File: config.mk
export PLATFORM = sky130hd
export DESIGN_NAME = stepper_cmd_sequencer
export DESIGN_NICKNAME = d
export VERILOG_FILES = /design/src/rtl/stepper_cmd_sequencer.sv
export SDC_FILE = /design/constraint.sdc
export NUM_CORES = 1
export LEC_CHECK = 0
export BUFFER_PORTS_ARGS = -buffer_cell sky130_fd_sc_hd__buf_4
export CAP_MARGIN = 10
export CORE_ASPECT_RATIO = 0.75
export CORE_UTILIZATION = 50
export CTS_CLUSTER_DIAMETER = 120
export DETAILED_ROUTE_END_ITERATION = 12
export GPL_ROUTABILITY_DRIVEN = 1
export HOLD_SLACK_MARGIN = 0.15
export PLACE_DENSITY = 0.77
export SKIP_CTS_REPAIR_TIMING = 1
export SLEW_MARGIN = 30
export SYNTH_ARGS = -nofsm -noshare
export SYNTH_HDL_FRONTEND = slang
export SYNTH_SLANG_ARGS = --single-unit
File: constraint.sdc
create_clock -name clk -period 3 [get_ports clk]
set_input_delay 0.15 -clock clk [delete_from_list [all_inputs] [get_ports clk]]
set_output_delay 0.15 -clock clk [all_outputs]
set_load 0.1 [all_outputs]
File: src/rtl/stepper_cmd_sequencer.sv
// Single-axis stepper sequencer: decodes UART command bytes, runs an enable lead
// and a fixed-rate step train to a pulse target, and returns one ack byte per event.
module stepper_cmd_sequencer #(
  parameter int HALF_PERIOD = 25000,
  parameter int ENABLE_LEAD = 1000,
  parameter int TGT_W       = 13
) (
  input  logic       clk,
  input  logic       rst_n,
  input  logic [7:0] rx_data,
  input  logic       rx_data_en,
  input  logic       limit_n,
  output logic       step,
  output logic       dir,
  output logic       enable_n,
  output logic       busy,
  output logic       done,
  output logic [7:0] ack_data,
  output logic       ack_en
);

  localparam int CNT_MAX = (HALF_PERIOD > ENABLE_LEAD) ? HALF_PERIOD : ENABLE_LEAD;
  localparam int CNT_W   = $clog2(CNT_MAX + 1);
  localparam logic [CNT_W-1:0] HP_LAST   = CNT_W'(HALF_PERIOD - 1);
  localparam logic [CNT_W-1:0] LEAD_LAST = CNT_W'(ENABLE_LEAD - 1);

  localparam logic [7:0] CH_A     = "A";
  localparam logic [7:0] CH_H     = "H";
  localparam logic [7:0] CH_N     = "N";
  localparam logic [7:0] CH_R     = "R";
  localparam logic [7:0] CH_GO    = "3";
  localparam logic [7:0] CH_ABORT = "4";
  localparam logic [7:0] CH_ERR   = "?";
  localparam logic [7:0] CH_DONE  = "K";
  localparam logic [7:0] CH_LIM   = "!";

  typedef enum logic [1:0] {IDLE, LEAD, STEP_HI, STEP_LO} state_t;

  state_t             state, state_nxt;
  logic [CNT_W-1:0]   cnt, cnt_nxt;
  logic [TGT_W-1:0]   target, target_nxt;
  logic [TGT_W-1:0]   pulse_cnt, pulse_cnt_nxt;
  logic               dir_cfg, dir_cfg_nxt, dir_nxt;
  logic               done_nxt;
  logic               lim_sync_p0, lim_sync_p1, lim;
  logic               is_idle, start, abort;
  logic               cmd_vld, evt_vld;
  logic [7:0]         cmd_byte, evt_byte;
  logic               pend_vld, pend_vld_nxt;
  logic [7:0]         pend_byte, pend_byte_nxt;
  logic               ack_en_nxt;
  logic [7:0]         ack_data_nxt;

  assign lim      = ~lim_sync_p1;
  assign is_idle  = (state == IDLE);
  assign step     = (state == STEP_HI);
  assign enable_n = is_idle;
  assign busy     = ~is_idle;

  // Command decode, FSM next state and ack arbitration
  always_comb begin
    state_nxt     = state;
    cnt_nxt       = is_idle ? '0 : cnt + CNT_W'(1);
    target_nxt    = target;
    pulse_cnt_nxt = pulse_cnt;
    dir_cfg_nxt   = dir_cfg;
    dir_nxt       = dir;
    done_nxt      = 1'b0;
    start         = 1'b0;
    abort         = 1'b0;
    cmd_vld       = 1'b0;
    cmd_byte      = CH_ERR;
    evt_vld       = 1'b0;
    evt_byte      = CH_DONE;

    if (rx_data_en) begin
      cmd_vld = 1'b1;
      if (rx_data inside {[CH_A:CH_H]}) begin
        if (is_idle) begin
          target_nxt = TGT_W'(rx_data - CH_A + 8'd1) << 9;
          cmd_byte   = rx_data;
        end
      end else if (rx_data == CH_N || rx_data == CH_R) begin
        if (is_idle) begin
          dir_cfg_nxt = (rx_data == CH_N);
          cmd_byte    = rx_data;
        end
      end else if (rx_data == CH_GO) begin
        if (is_idle && !lim) begin
          start    = 1'b1;
          cmd_byte = CH_GO;
        end
      end else if (rx_data == CH_ABORT) begin
        abort    = 1'b1;
        cmd_byte = CH_ABORT;
      end
    end

    case (state)
      IDLE: begin
        if (start) begin
          state_nxt     = LEAD;
          cnt_nxt       = '0;
          pulse_cnt_nxt = '0;
          dir_nxt       = dir_cfg;
        end
      end
      LEAD: begin
        if (cnt == LEAD_LAST) begin
          state_nxt = STEP_HI;
          cnt_nxt   = '0;
        end
      end
      STEP_HI: begin
        if (cnt == HP_LAST) begin
          state_nxt     = STEP_LO;
          cnt_nxt       = '0;
          pulse_cnt_nxt = pulse_cnt + TGT_W'(1);
        end
      end
      STEP_LO: begin
        if (cnt == HP_LAST) begin
          cnt_nxt = '0;
          if (pulse_cnt == target) begin
            state_nxt = IDLE;
            done_nxt  = 1'b1;
            evt_vld   = 1'b1;
            evt_byte  = CH_DONE;
          end else begin
            state_nxt = STEP_HI;
          end
        end
      end
      default: state_nxt = IDLE;
    endcase

    // Abort beats limit, limit beats normal completion
    if (!is_idle && lim) begin
      state_nxt = IDLE;
      cnt_nxt   = '0;
      done_nxt  = 1'b0;
      evt_vld   = 1'b1;
      evt_byte  = CH_LIM;
    end
    if (!is_idle && abort) begin
      state_nxt = IDLE;
      cnt_nxt   = '0;
      done_nxt  = 1'b0;
      evt_vld   = 1'b0;
    end

    ack_en_nxt    = 1'b0;
    ack_data_nxt  = ack_data;
    pend_vld_nxt  = pend_vld;
    pend_byte_nxt = pend_byte;
    if (cmd_vld) begin
      ack_en_nxt   = 1'b1;
      ack_data_nxt = cmd_byte;
      if (evt_vld) begin
        pend_vld_nxt  = 1'b1;
        pend_byte_nxt = evt_byte;
      end
    end else if (pend_vld) begin
      ack_en_nxt    = 1'b1;
      ack_data_nxt  = pend_byte;
      pend_vld_nxt  = evt_vld;
      pend_byte_nxt = evt_byte;
    end else if (evt_vld) begin
      ack_en_nxt   = 1'b1;
      ack_data_nxt = evt_byte;
    end
  end

  // State and output registers; limit synchronizer idles in the released level
  always_ff @(posedge clk or negedge rst_n) begin
    if (!rst_n) begin
      state       <= IDLE;
      cnt         <= '0;
      target      <= TGT_W'(512);
      pulse_cnt   <= '0;
      dir_cfg     <= 1'b0;
      dir         <= 1'b0;
      done        <= 1'b0;
      ack_en      <= 1'b0;
      ack_data    <= '0;
      pend_vld    <= 1'b0;
      pend_byte   <= '0;
      lim_sync_p0 <= 1'b1;
      lim_sync_p1 <= 1'b1;
    end else begin
      state       <= state_nxt;
      cnt         <= cnt_nxt;
      target      <= target_nxt;
      pulse_cnt   <= pulse_cnt_nxt;
      dir_cfg     <= dir_cfg_nxt;
      dir         <= dir_nxt;
      done        <= done_nxt;
      ack_en      <= ack_en_nxt;
      ack_data    <= ack_data_nxt;
      pend_vld    <= pend_vld_nxt;
      pend_byte   <= pend_byte_nxt;
      lim_sync_p0 <= limit_n;
      lim_sync_p1 <= lim_sync_p0;
    end
  end

endmodule

After elaboration in Yosys (flattened, before gate mapping). Index checks and enable logic that the tools add are counted.

$add $sub $neg: 4. $lt $le $gt $ge: 2. Eq/ne operators: 17. Muxes and demuxes: 55. Bitwise operators: 3. Reductions and logical operators: 17.

Operators with widths (count): 2-to-1 mux 15 bit (6); 2-to-1 mux 8 bit (10); case mux 15 bit (3 select lines) (1); 2-to-1 mux 13 bit (2); case mux 13 bit (2 select lines) (1); 2-to-1 mux 1 bit (24); == test 8 x 6 -> 1 bit, second input constant (2); == test 8 x 7 -> 1 bit, second input constant (2); adder 15 x 1 -> 15 bit, second input constant (1); == test 15 x 10 -> 1 bit, second input constant (1); == test 15 bit, second input constant (1); 2-to-1 mux 2 bit (7); adder 13 x 1 -> 13 bit, second input constant (1); == test 13 bit (1); >= comparator 8 x 7 -> 1 bit, second input constant (1); less-or-equal comparator 8 x 7 -> 1 bit, second input constant (1); 2-to-1 mux 4 bit (2); != test 4 x 1 -> 1 bit, second input constant (2); != test 4 bit, second input constant (2); case mux 2 bit (4 select lines) (1); AND reduction 4 bit (2); 2-to-1 mux 7 bit (1); != test 2 x 1 -> 1 bit, second input constant (3); AND reduction 3 bit (2); 13 further kinds (21).

Register bits: 57. Output and inout bits: 14.

Depth between registers and ports, before layout.
Depth after elaboration: 11. Depth in mapped cells: 8. Mapped depth without buffers: 8.

Least setup slack after synthesis. OpenSTA, ideal clock, no wires.

Kind: register to register. From: reg state[0]. To: reg pulse_cnt[12]. Arrival: 2.866 ns. Data required time: 2.922 ns. Setup slack: 0.056 ns. Cell stages (with the launch flop): 8. Clock period less this slack: 2.944 ns. Cells stage by stage: dfrtp_1 > and2b_1 > or4b_1 > buf_2 > or3_1 > clkbuf_2 > or4_1 > a21oi_1.

Elaborated cells between the ends (all ways): 13. Those cells by class: eq/ne: 3; mux: 6; reduce/logical: 4.

RTL lines: from (decl) (RTL line 39) `state_t state, state_nxt;`; from (signal assigned) (RTL line 191) `state <= state_nxt;`; == test 2 bit (*); net step (RTL line 13) `output logic step,`; != test 2 x 1 -> 1 bit (no line) / nonzero test 2 bit (equally long branches); AND reduction 3 bit (no line); to (signal assigned) (RTL line 194) `pulse_cnt <= pulse_cnt_nxt;`; to (decl) (RTL line 42) `logic [TGT_W-1:0] pulse_cnt, pulse_cnt_nxt;`.

Mark *: on every way through the listed nets, which the timed path passes. The rest lies on a longest branch. A chain may end at the register's enable or synchronous reset.

Worst setup path in the final report.
From: reg cnt[0]. To: reg pulse_cnt[12].

Word-level cells in the longest chain between the ends: 3.

Ends and longest elaborated chain: from (decl) (RTL line 40) `logic [CNT_W-1:0] cnt, cnt_nxt;`; from (signal assigned) (RTL line 192) `cnt <= cnt_nxt;`; == test 15 bit (RTL line 115) `if (cnt == HP_LAST) begin`; != test 2 x 1 -> 1 bit (no line); AND reduction 3 bit (no line).

No other way between the ends.

==> impl_metrics.yaml <==
status:
  status: "completed"
floorplanning:
  fp.dieW_um: 87.4
  io-pin-count: 26
  num_rows: 22
  start_util_pct: 54.0
  die-area_mm2: 0.00577
  die_y_um: 66.0
  core_area_mm2: 0.00506
logic_synthesis:
  netlist_top_cells_count: "49 x dfrtp_1, 39 x nor2_1, 21 x nand2_1"
  synth_area_mm2: 0.00273
  ys_warn_count: 0
  synth_top_cell_by_area: "dfrtp_1"
  syn_nets: 303
  async_flop_share_pct: 100
  synth_flop_cell: "dfrtp_1"
  synth_edf_count: 0
  synthMostInstantiatedCell: "dfrtp_1"
  synth_top_area_share_pct: 44.9
  ys_seq_elements: 52
  yosysSeqAreaShare_pct: 47.7
  syn_avg_cell_area_um2: 9.49
  synth_cell_type_count: 51
  synth_cells: 288
  synth_top_cells_by_area: "dfrtp_1 45%, xnor2_1 5.4%, nor2_1 5.4%"
clock_network:
  clk_latency_ns: 0.30
  cts_tree: "yes"
  clk_pin_slew_ns: 0.09
  cts_inserted_buffers: 5
  cts.htree.levels: 2
  clk_path_buf_depth: 2
  cts_root_buffer: "clkbuf_8"
  clock_sinks: 52
global_routing:
  grt_pass1_wl_mm: 9.44
  grt-ovfl-total: 0
  antenna_found_initial: 0
  grt_pass1_vias: 1985
  grt_usage_pct: 21.3
  grt_max_degree: 53
sta:
  setup_viol: 0
  period_share_pct: 83.2
  tns_ns: 0
  rsz0062_at_grt: "no"
  hold_violations: 0
  whs_ns: 0.183
  fmax_mhz: 400
  fin_crit_ns: 2.50
  final-max-slew-violation-count: 0
  slew_headroom_pct: 45.7
  final.setup_skew_ns: 0.0100
  max_slew.worst_pin.slew_ns: 0.804
drt:
  drt_iter0_drc: 151
  routed_wl_mm: 5.63
  viasPerCell: 5.51
  wl_per_cell_um: 14.6
  vias: 2120
  drc: 0
  firstDrtPassIters: 4
  antenna_left: 0
power:
  peakVddDrop_mv: 0.257
  p_leak_uw: 0.00131
  power_uw: 1440
  power_density_mw_per_mm2: 464
setup_path:
  rrSetupSlack_ns: 0.50
  critPathMostFrequentCell: "or4_1"
  critPathArrivalTime_ns: 2.73
  cpMaxStageDelayCell: "or4_1"
  end_kind: "flip-flop"
  required_ns: 3.23
  path_cells: "ha_1 -> nand3_1 -> or4_1 -> or3_1 -> or4_1 -> a21oi_1"
  cp_top_family: "simple AND/OR/NAND/NOR gates"
  max_stage_delay_ns: 0.61
  cp_max_fo: 8
  crit_path_start_kind: "flip-flop"
  cp_num_buf_inv: 0
  critPathKind: "flip-flop to flip-flop"
flow_run:
  max_cap_violations: 0
layout:
  final_nets: 327
  n_antenna_cell: 0
  area_delta_synth_final_pct: 13.2
  nFillCells: 454
  multi_input_area_mm2: 0.00134
  drive_above_1_share_pct: 15.7
  final_util_pct: 61.1
  ff_latch_area_mm2: 0.00131
min_path:
  min-delay-path-class: "primary input to flip-flop"
placed_design:
  dp_hpwl_mm: 4.19
  port_buffers: 25
  finalWeightedCongestion: 0.839
==> layout by cell type, fill, tap and decap left out, types with 2 or more instances in the layout <==
cell / synthesis / final
a22o_1: 2 / 2
nand2_1: 21 / 21
a21oi_1: 10 / 10
xnor2_1: 17 / 17
dfstp_2: 3 / 3
and2_1: 2 / 2
and3_1: 5 / 5
xor2_1: 9 / 9
mux2_2: 5 / 5
nand4_1: 7 / 7
o211ai_1: 2 / 2
mux2i_1: 2 / 2
o21a_1: 2 / 2
inv_1: 11 / 11
nor4b_1: 2 / 2
nor2b_1: 2 / 2
nor4_1: 8 / 8
nor3_1: 10 / 10
o21ai_0: 9 / 9
o31ai_1: 3 / 3
nand3_1: 16 / 16
nand2b_1: 2 / 2
o221a_2: 2 / 2
nor4bb_1: 2 / 2
clkbuf_8: 0 / 6
dfrtp_1: 49 / 49
ha_1: 3 / 3
a211o_1: 2 / 2
or3_1: 7 / 7
nor2_1: 39 / 39
or4_1: 3 / 3
dlygate4sd3_1: 0 / 2
buf_4: 0 / 28
==> area by class of cell <==
type | instances | area share [%]
multi-input cells | 212 | 43.1
flip-flops and latches | 52 | 42.2
repair buffers | 30 | 7.44
well taps | 72 | 2.91
clock buffers | 7 | 2.79
inverters | 11 | 1.33
clock inverters | 1 | 0.243
==> per-layer routing <==
layer | part of all wire, % | vias up | global-route usage (%)
met2 | 44 | 31 | 31.3
met4 | 0.30 | 0 | 5.12
li1 | - | 1077 | -
met1 | 51 | 1010 | 32.2
met3 | 4.0 | 2 | 4.12
met5 | 0 | - | 0
==> logic make-up (layout without fill, tap and decap cells) <==
family,count (synthesis),in the layout,share of synthesized area [%]
AND/OR/NAND/NOR,132,132,25.0
adder cells (fa/ha/maj),3,3,1.37
XOR/XNOR,26,26,8.33
flip-flops,52,52,47.7
AO/OA/AOI/OAI,44,44,11.4
buffers and inverters,24,49,3.43
multiplexers,7,7,2.79
==> flip-flops by register name (all words and copies together) (netlist names), 2 cells and up <==
register	cells
ack_data	8
state	2
target	4
cnt	15
pend_byte	3
pulse_cnt	13
==> worst paths after layout <==
check	start	endpoint	depth (start not counted)
setup / recovery	cnt[0]$_DFF_PN0_	pulse_cnt[12]$_DFFE_PN0P_	6
hold / removal	rx_data[0]	dir_cfg$_DFFE_PN0P_	3
setup reg to reg	cnt[0]$_DFF_PN0_	pulse_cnt[12]$_DFFE_PN0P_	6
hold reg to reg	lim_sync_p0$_DFF_PN1_	lim_sync_p1$_DFF_PN1_	0
max in group asynchronous	rst_n	cnt[6]$_DFF_PN0_	2
min in group asynchronous	rst_n	pulse_cnt[6]$_DFFE_PN0P_	2
==> worst reg2reg max path: cells and delay by family, from the launching register on <==
kind,cells,cell delay [ns]
fa+ha+maj,1,0.23
flops,1,0.37
simple gates,4,1.68
compound gates,1,0.15
==> stage by stage <==
| step | instance area, µm² | setup slack [ns] | std cells |
|---|---|---|---|
| 4_1_cts | 3080 | 0.498 | 383 |
| 5_1_grt | 3100 | 0.311 | 385 |
| 6_report | 3100 | 0.503 | 385 |
| 3_3_place_gp | 2980 | 0.565 | 375 |
| 2_1_floorplan | 2730 | 0.0562 | 288 |
| 3_5_place_dp | 2980 | 0.518 | 375 |
==> power breakdown <==
group	internal, µW	leakage, µW	switching [µW]
clock	188	0.0000445	220
sequential	746	0.000611	31.4
combinational	84.3	0.000652	167
total	1020	0.00131	419
No activity file was read; power rests on OpenSTA's default activity.
